--- src/rtl/sobel_edge_stage.sv ---
// sobel_edge_stage: 3-stage Sobel gradient-magnitude filter over a 3x3 window stream,
// with per-frame pixel counting and a frame_done pulse on the last pixel.
module sobel_edge_stage #(
    parameter int          NUM_PIX   = 64516,
    parameter bit          THRESH_EN = 1'b0,
    parameter logic [10:0] THRESH    = 11'd128
) (
    input  logic        CLK,
    input  logic        RST,
    input  logic        Start,
    input  logic        win_valid,
    input  logic [7:0]  p1,
    input  logic [7:0]  p2,
    input  logic [7:0]  p3,
    input  logic [7:0]  p4,
    input  logic [7:0]  p5,
    input  logic [7:0]  p6,
    input  logic [7:0]  p7,
    input  logic [7:0]  p8,
    input  logic [7:0]  p9,
    output logic [7:0]  pix_out,
    output logic        pix_valid,
    output logic [15:0] pix_count,
    output logic        frame_done,
    output logic        busy
);
    typedef enum logic [1:0] {IDLE, RUN, DONE} state_t;
    state_t state, state_n;
    logic acc, v1, v2;
    logic [10:0] gx, gy, gx_n, gy_n, mag;
    logic [9:0] ax, ay, ax_n, ay_n;
    logic [7:0] pix_n;

    assign acc = Start & win_valid;
    assign frame_done = pix_valid && (pix_count == 16'(NUM_PIX - 1));
    assign busy = (state == RUN);

    // 11-bit two's-complement arithmetic; wrap-around yields the signed gradient directly
    always_comb begin
        gx_n = ({3'b0, p3} + {2'b0, p6, 1'b0} + {3'b0, p9}) - ({3'b0, p1} + {2'b0, p4, 1'b0} + {3'b0, p7});
        gy_n = ({3'b0, p7} + {2'b0, p8, 1'b0} + {3'b0, p9}) - ({3'b0, p1} + {2'b0, p2, 1'b0} + {3'b0, p3});
        ax_n = gx[10] ? 10'(-gx) : gx[9:0];
        ay_n = gy[10] ? 10'(-gy) : gy[9:0];
        mag = {1'b0, ax} + {1'b0, ay};
        pix_n = THRESH_EN ? ((mag >= THRESH) ? 8'hFF : 8'h00) : ((mag > 11'd255) ? 8'hFF : mag[7:0]);
        state_n = state;
        case (state)
            IDLE:    state_n = acc ? RUN : IDLE;
            RUN:     state_n = frame_done ? DONE : RUN;
            default: state_n = acc ? RUN : IDLE;
        endcase
    end

    always_ff @(posedge CLK or posedge RST) begin
        if (RST) begin
            state     <= IDLE;
            gx        <= '0;
            gy        <= '0;
            ax        <= '0;
            ay        <= '0;
            v1        <= 1'b0;
            v2        <= 1'b0;
            pix_out   <= '0;
            pix_valid <= 1'b0;
            pix_count <= '0;
        end else begin
            state     <= state_n;
            v1        <= acc;
            v2        <= v1;
            pix_valid <= v2;
            if (acc) begin
                gx <= gx_n;
                gy <= gy_n;
            end
            if (v1) begin
                ax <= ax_n;
                ay <= ay_n;
            end
            if (v2) pix_out <= pix_n;
            if (pix_valid) pix_count <= frame_done ? 16'd0 : pix_count + 16'd1;
        end
    end
endmodule

--- config.mk ---
export PLATFORM = sky130hd
export DESIGN_NAME = sobel_edge_stage
export DESIGN_NICKNAME = d
export VERILOG_FILES = /design/src/rtl/sobel_edge_stage.sv
export SDC_FILE = /design/constraint.sdc
export NUM_CORES = 1
export LEC_CHECK = 0
export CELL_PAD_IN_SITES_DETAIL_PLACEMENT = 0
export CELL_PAD_IN_SITES_GLOBAL_PLACEMENT = 1
export CORE_MARGIN = 8
export CORE_UTILIZATION = 45
export DETAILED_ROUTE_END_ITERATION = 16
export PLACE_DENSITY_LB_ADDON = 0.1
export SLEW_MARGIN = 10
export SYNTH_ARGS = -nofsm -noshare
export SYNTH_HDL_FRONTEND = slang
export SYNTH_SLANG_ARGS = --single-unit
--- constraint.sdc ---
create_clock -name CLK -period 5 [get_ports CLK]
set_clock_uncertainty 0.1 [all_clocks]
set_input_delay 0.75 -clock CLK [delete_from_list [all_inputs] [get_ports CLK]]
set_output_delay 0.75 -clock CLK [all_outputs]
set_load 0.03 [all_outputs]
* Word level (Yosys, flattened, before mapping)
Index checks and enable logic that the tools add are counted.
** Storage, ports and cells
- Logic and storage cells :: 36
- Output and inout bits :: 27
- Register bits after elaboration :: 71
- Input port bits :: 76
** Cells by class
- Reduce and logical (&&, ||, !) cells :: 1
- Equal/unequal tests :: 2
- Add/subtract/negate cells :: 14
- Bitwise logic cells :: 1
- Order comparisons :: 1
- Muxes and demuxes :: 7
** Operators by type and width (count)
- $add A10 B8 Y11 :: 4
- $add A8 B9 Y10 :: 4
- $sub A11 B11 Y11 :: 2
- $mux W10 :: 2
- $neg A10 Y10 :: 2
- $add A16 B1 Y16 const B :: 1
- $eq A16 B16 Y1 const B :: 1
- $mux W16 :: 1
- $add A10 B10 Y11 :: 1
- $gt A11 B8 Y1 const B :: 1
- $mux W8 :: 1
- $mux W2 :: 2
- $eq A2 B1 Y1 const B :: 1
- $and A1 B1 Y1 :: 1
- $logic_and A1 B1 Y1 :: 1
- $mux W1 :: 1

* Logic depth before layout (Yosys ltp)
- Depth in word-level cells :: 4
- Depth in mapped cells :: 15
- Depth with buffers taken out :: 15

* Worst setup path after synthesis
OpenSTA, ideal clock, no wires.
- Kind :: in2reg
- From :: input port p1[2]
- To :: register gx[7]
- Stages on the path :: 11
- Setup time :: 69 ps
- Slack :: 1099 ps
- Arrival :: 3732 ps
- Path through :: inv_1 -> fa_1 -> fa_1 -> inv_1 -> fa_1 -> fa_1 -> nor2b_1 -> o21a_1 -> o21ai_0 -> a2111o_1 -> nand3_1
** On the way
- Longest elaborated chain between the ends :: 3
** RTL lines
- start, declared :: RTL line 12 : input logic [7:0] p1,
- $add A8 B9 Y10 :: RTL line 40 : gx_n = ({3'b0, p3} + {2'b0, p6, 1'b0} + {3'b0, p9}) - ({3'b0, p1} + {2'b0, p4, 1'b0} + {3'b0, p7});
- $add A10 B8 Y11 :: RTL line 40
- $sub A11 B11 Y11 :: RTL line 40
- end signal, assigned :: RTL line 72 : gx <= gx_n;
- end, declared :: RTL line 30 : logic [10:0] gx, gy, gx_n, gy_n, mag;
No other way between the ends.
A chain may end at the register's enable or synchronous reset.

* Worst setup path in the final report
- From :: input port p1[2]
- To :: register gy[10]
** On the way
- Longest elaborated chain between the ends :: 3
** RTL lines
- $add A8 B9 Y10 :: RTL line 41 : gy_n = ({3'b0, p7} + {2'b0, p8, 1'b0} + {3'b0, p9}) - ({3'b0, p1} + {2'b0, p2, 1'b0} + {3'b0, p3});
- $add A10 B8 Y11 :: RTL line 41
- $sub A11 B11 Y11 :: RTL line 41
- end signal, assigned :: RTL line 73 : gy <= gy_n;
- end, declared :: RTL line 30
No other way between the ends.

==> summary.md <==
| Metric | Value |
|---|---|
| Per-cell routed wire length | roughly 13 um |
| Synth cell types | slightly above 50 |
| Critical-path top delay cell | fa_1 |
| Total track usage | 14.84% |
| Port Buf Inserts | 94 |
| Cells after Synth | 624 |
| First-pass GRT wire length | 20.40 mm |
| Element type at the critical path end | flip-flop |
| Post_cts resized | 0 |
| CTS Hold Buffers Added | 0 |
| RSZ-0062 raised after global routing | false |
| Width of the chip | about 130 um |
| Routed WL | approximately 12 mm |
| Startpoint Class | input pin |
| Crit path buf inv count | 4 |
| Reg2reg start | pix_count[7]$_DFFE_PP0P_ |
| Total CTS buffers | 9 |
| Initial antenna violation count | 0 |
| Ys flop type | dfrtp_1 |
| Violation count after the first detailed-route iteration | approximately 130 |
| CTS root buffer | clkbuf_16 |
| Worst R2R Path Depth | 5 |
| Num rows | 42 |
| DP Wirelength | approximately 10 mm |
| Via count | approximately 4.4k |
| Hold Violations, Final | 0 |
| Critical Path RT | between 5 and 6 ns |
| Area Growth Syn to Fin | 24.33% |
| CTS tree | done |
| Syn nets | 800 |
| Pin slew with the least headroom to its limit | approximately 1.1 ns |
| Crit path kind | input pin to flip-flop |
| Status | finished clean |
| Commonest non-fill, non-tap cells in the layout | inv_1, clkdlybuf4s50_1, dfrtp_1 |
| Register Area | approximately 1800 um^2 |
| Gr ovfl total | 0 |
| IR drop worst, VDD | around 0.20 mV |
| Routed Antenna Nets | 0 |
| Tmin final | around 4.3 ns |
| Die Span Y | ~130 um |
| Max-slew violations | 0 |
| TritonRoute pass-1 iters | 4 |
| Layout cells sized above 1 | under 10% |
| Share of the clock period used by the worst path | a little under nine tenths |
| EDFF count, synth | 0 |
| CTS H-tree depth | 3 |
| Largest fanout on the critical path | 3 |
| Final hold slack | a little over 0.4 ns |
| CP Depth | 13 |
| Critical path's largest stage delay | just under 0.6 ns |
| Synthesized area | 5929 um^2 |
| Worst Setup EP | gy[10]$_DFFE_PP0P_ |
| Clk_lat worst skew | between 0.3 and 0.4 ns |
| Vias in the first global route | around 4.6k |
| Pwr dens | about 500 nW/um^2 |
| Slew HR | 28.73% |
| CTS max path bufs | 2 |
| Synth async-reset ratio | between 90% and 100% |
| Final Net Count | between 800 and 900 |
| Worst min-delay path category | flip-flop to flip-flop |
| CP startpoint | p1[2] |
| DR DRC count | 0 |
| Io pins | just over 100 |
| Synth Register Bits | 71 |
| Area of the multi-input gates | ~3500 um^2 |
| Clock Pin Slew Worst Setup and Hold Paths | approximately 0.050 ns |
| Most common library cell in the layout ignoring fill and taps | inv_1 |
| Setup violators final | 0 |
| Vias per inst | 4.853 |
| CTS sink cnt | a little over 70 |
| Syn. warnings | 0 |
| Crit-path cells | clkdlybuf4s50_1 > inv_1 > fa_1 > fa_1 > inv_1 > fa_1 > inv_1 > ha_1 > a21o_1 > a21oi_1 > o211a_1 > o21bai_1 > a31oi_1 |
| Die area | 17110 um^2 |
| Mean Syn Cell Area | 9.502 um^2 |
| Crit-path leading delay family | adder cells |
| Post-synthesis sequential area ratio | approximately 30% |
| Fmax | approximately 240 MHz |
| Arr. time, crit path | around 4.4 ns |
| R2r setup slk | between 2 and 2.5 ns |
| Antenna cells | 0 |
| Pleak | ~3.5 nW |
| Fillers | roughly 1.2k |
| Setup TNS | 0 ns |
| GPL Wtd Cong | 0.7758 |
| R2R Path End | state[0]$_DFF_PP0_ |
| Initial Utilization | 45.50% |
| Max-cap viol count | 0 |
| Core Box Area | ~13000 um^2 |
| Largest net degree at the start of global routing | 41 |
| Setup bufs post-CTS | 0 |
## logic make-up after synthesis
logic type / after synthesis / synth area share [%]
fa+ha+maj: 100 / 29.08
compound gates: 117 / 12.58
flops: 71 / 29.96
buf+inv: 159 / 10.19
simple gates: 133 / 11.37
mux: 9 / 1.646
xor+xnor: 35 / 5.170
## flip-flops by register name (all words and copies together) (netlist names)
name,flops
ay,10
ax,10
pix_count,16
gx,11
state,2
pix_valid,1
v2,1
gy,11
v1,1
pix_out,8
## Yosys cell counts (all sizes together), types with 4 or more instances
cell	number	area, um^2
a21o	4	30.03
a21oi	32	160.2
a31oi	4	25.02
clkbuf	11	41.29
dfrtp	71	1777
fa	63	1261
ha	37	462.9
inv	146	548.0
mux2	6	67.56
nand2	32	120.1
nand3	11	55.05
nand4	5	31.28
nor2	36	137.6
nor2b	9	56.30
nor3	6	35.03
nor3b	8	60.06
o211ai	4	30.03
o21a	13	97.59
o21ai	30	150.1
o31ai	6	45.04
or3	10	62.56
xnor2	15	131.4
xor2	20	175.2
## routing by layer
metal / routed length, um / GRT usage, % / vias up
met5: 0 / 0 / -
met4: 189 / 4.929 / 0
met3: 478 / 3.044 / 13
met2: 6109 / 26.04 / 77
met1: 5290 / 17.78 / 2082
li1: - / - / 2191
## worst min-delay path by stage
stage / startpoint / slack [ns] / endpoint / depth (start not counted)
floorplan: v2$_DFF_PP0_ / 0.25 / pix_valid$_DFF_PP0_ / 0
global placement: ay[6]$_DFFE_PP0P_ / 0.40 / ay[6]$_DFFE_PP0P_ / 1
detailed placement: ay[8]$_DFFE_PP0P_ / 0.40 / ay[8]$_DFFE_PP0P_ / 1
CTS: gx[0]$_DFFE_PP0P_ / 0.41 / ax[0]$_DFFE_PP0P_ / 1
global route: gx[0]$_DFFE_PP0P_ / 0.42 / ax[0]$_DFFE_PP0P_ / 1
finish: ay[6]$_DFFE_PP0P_ / 0.41 / ay[6]$_DFFE_PP0P_ / 1
## power breakdown
group / leakage, nW / internal (W) / switching (W)
clock: 0.152 / 0.000437 / 0.000246
sequential: 0.844 / 0.000777 / 0.000190
combinational: 2.46 / 0.000937 / 0.00110
total: 3.46 / 0.00215 / 0.00154
## area by class of cell
type | instances | area share (%)
clock inverter | 7 | 1.324
timing repair buffer | 96 | 12.97
clock buffer | 9 | 3.055
tap | 176 | 2.987
sequential | 71 | 24.10
multi-input combinational | 394 | 48.13
inverter | 146 | 7.434
## through the flow
stage	total power [W]	setup WS (ns)	util, %	cells	area (um^2)
2_1_floorplan	0.002490	1.099	-	624	5929
3_3_place_gp	0.002993	0.4209	54.09	883	7049
3_5_place_dp	0.003032	0.3799	54.09	883	7049
4_1_cts	0.003741	0.7367	56.57	899	7372
5_1_grt	0.004057	0.5072	56.57	899	7372
6_report	0.003687	0.7463	56.57	899	7372
Power figures use the tool's default switching activity.
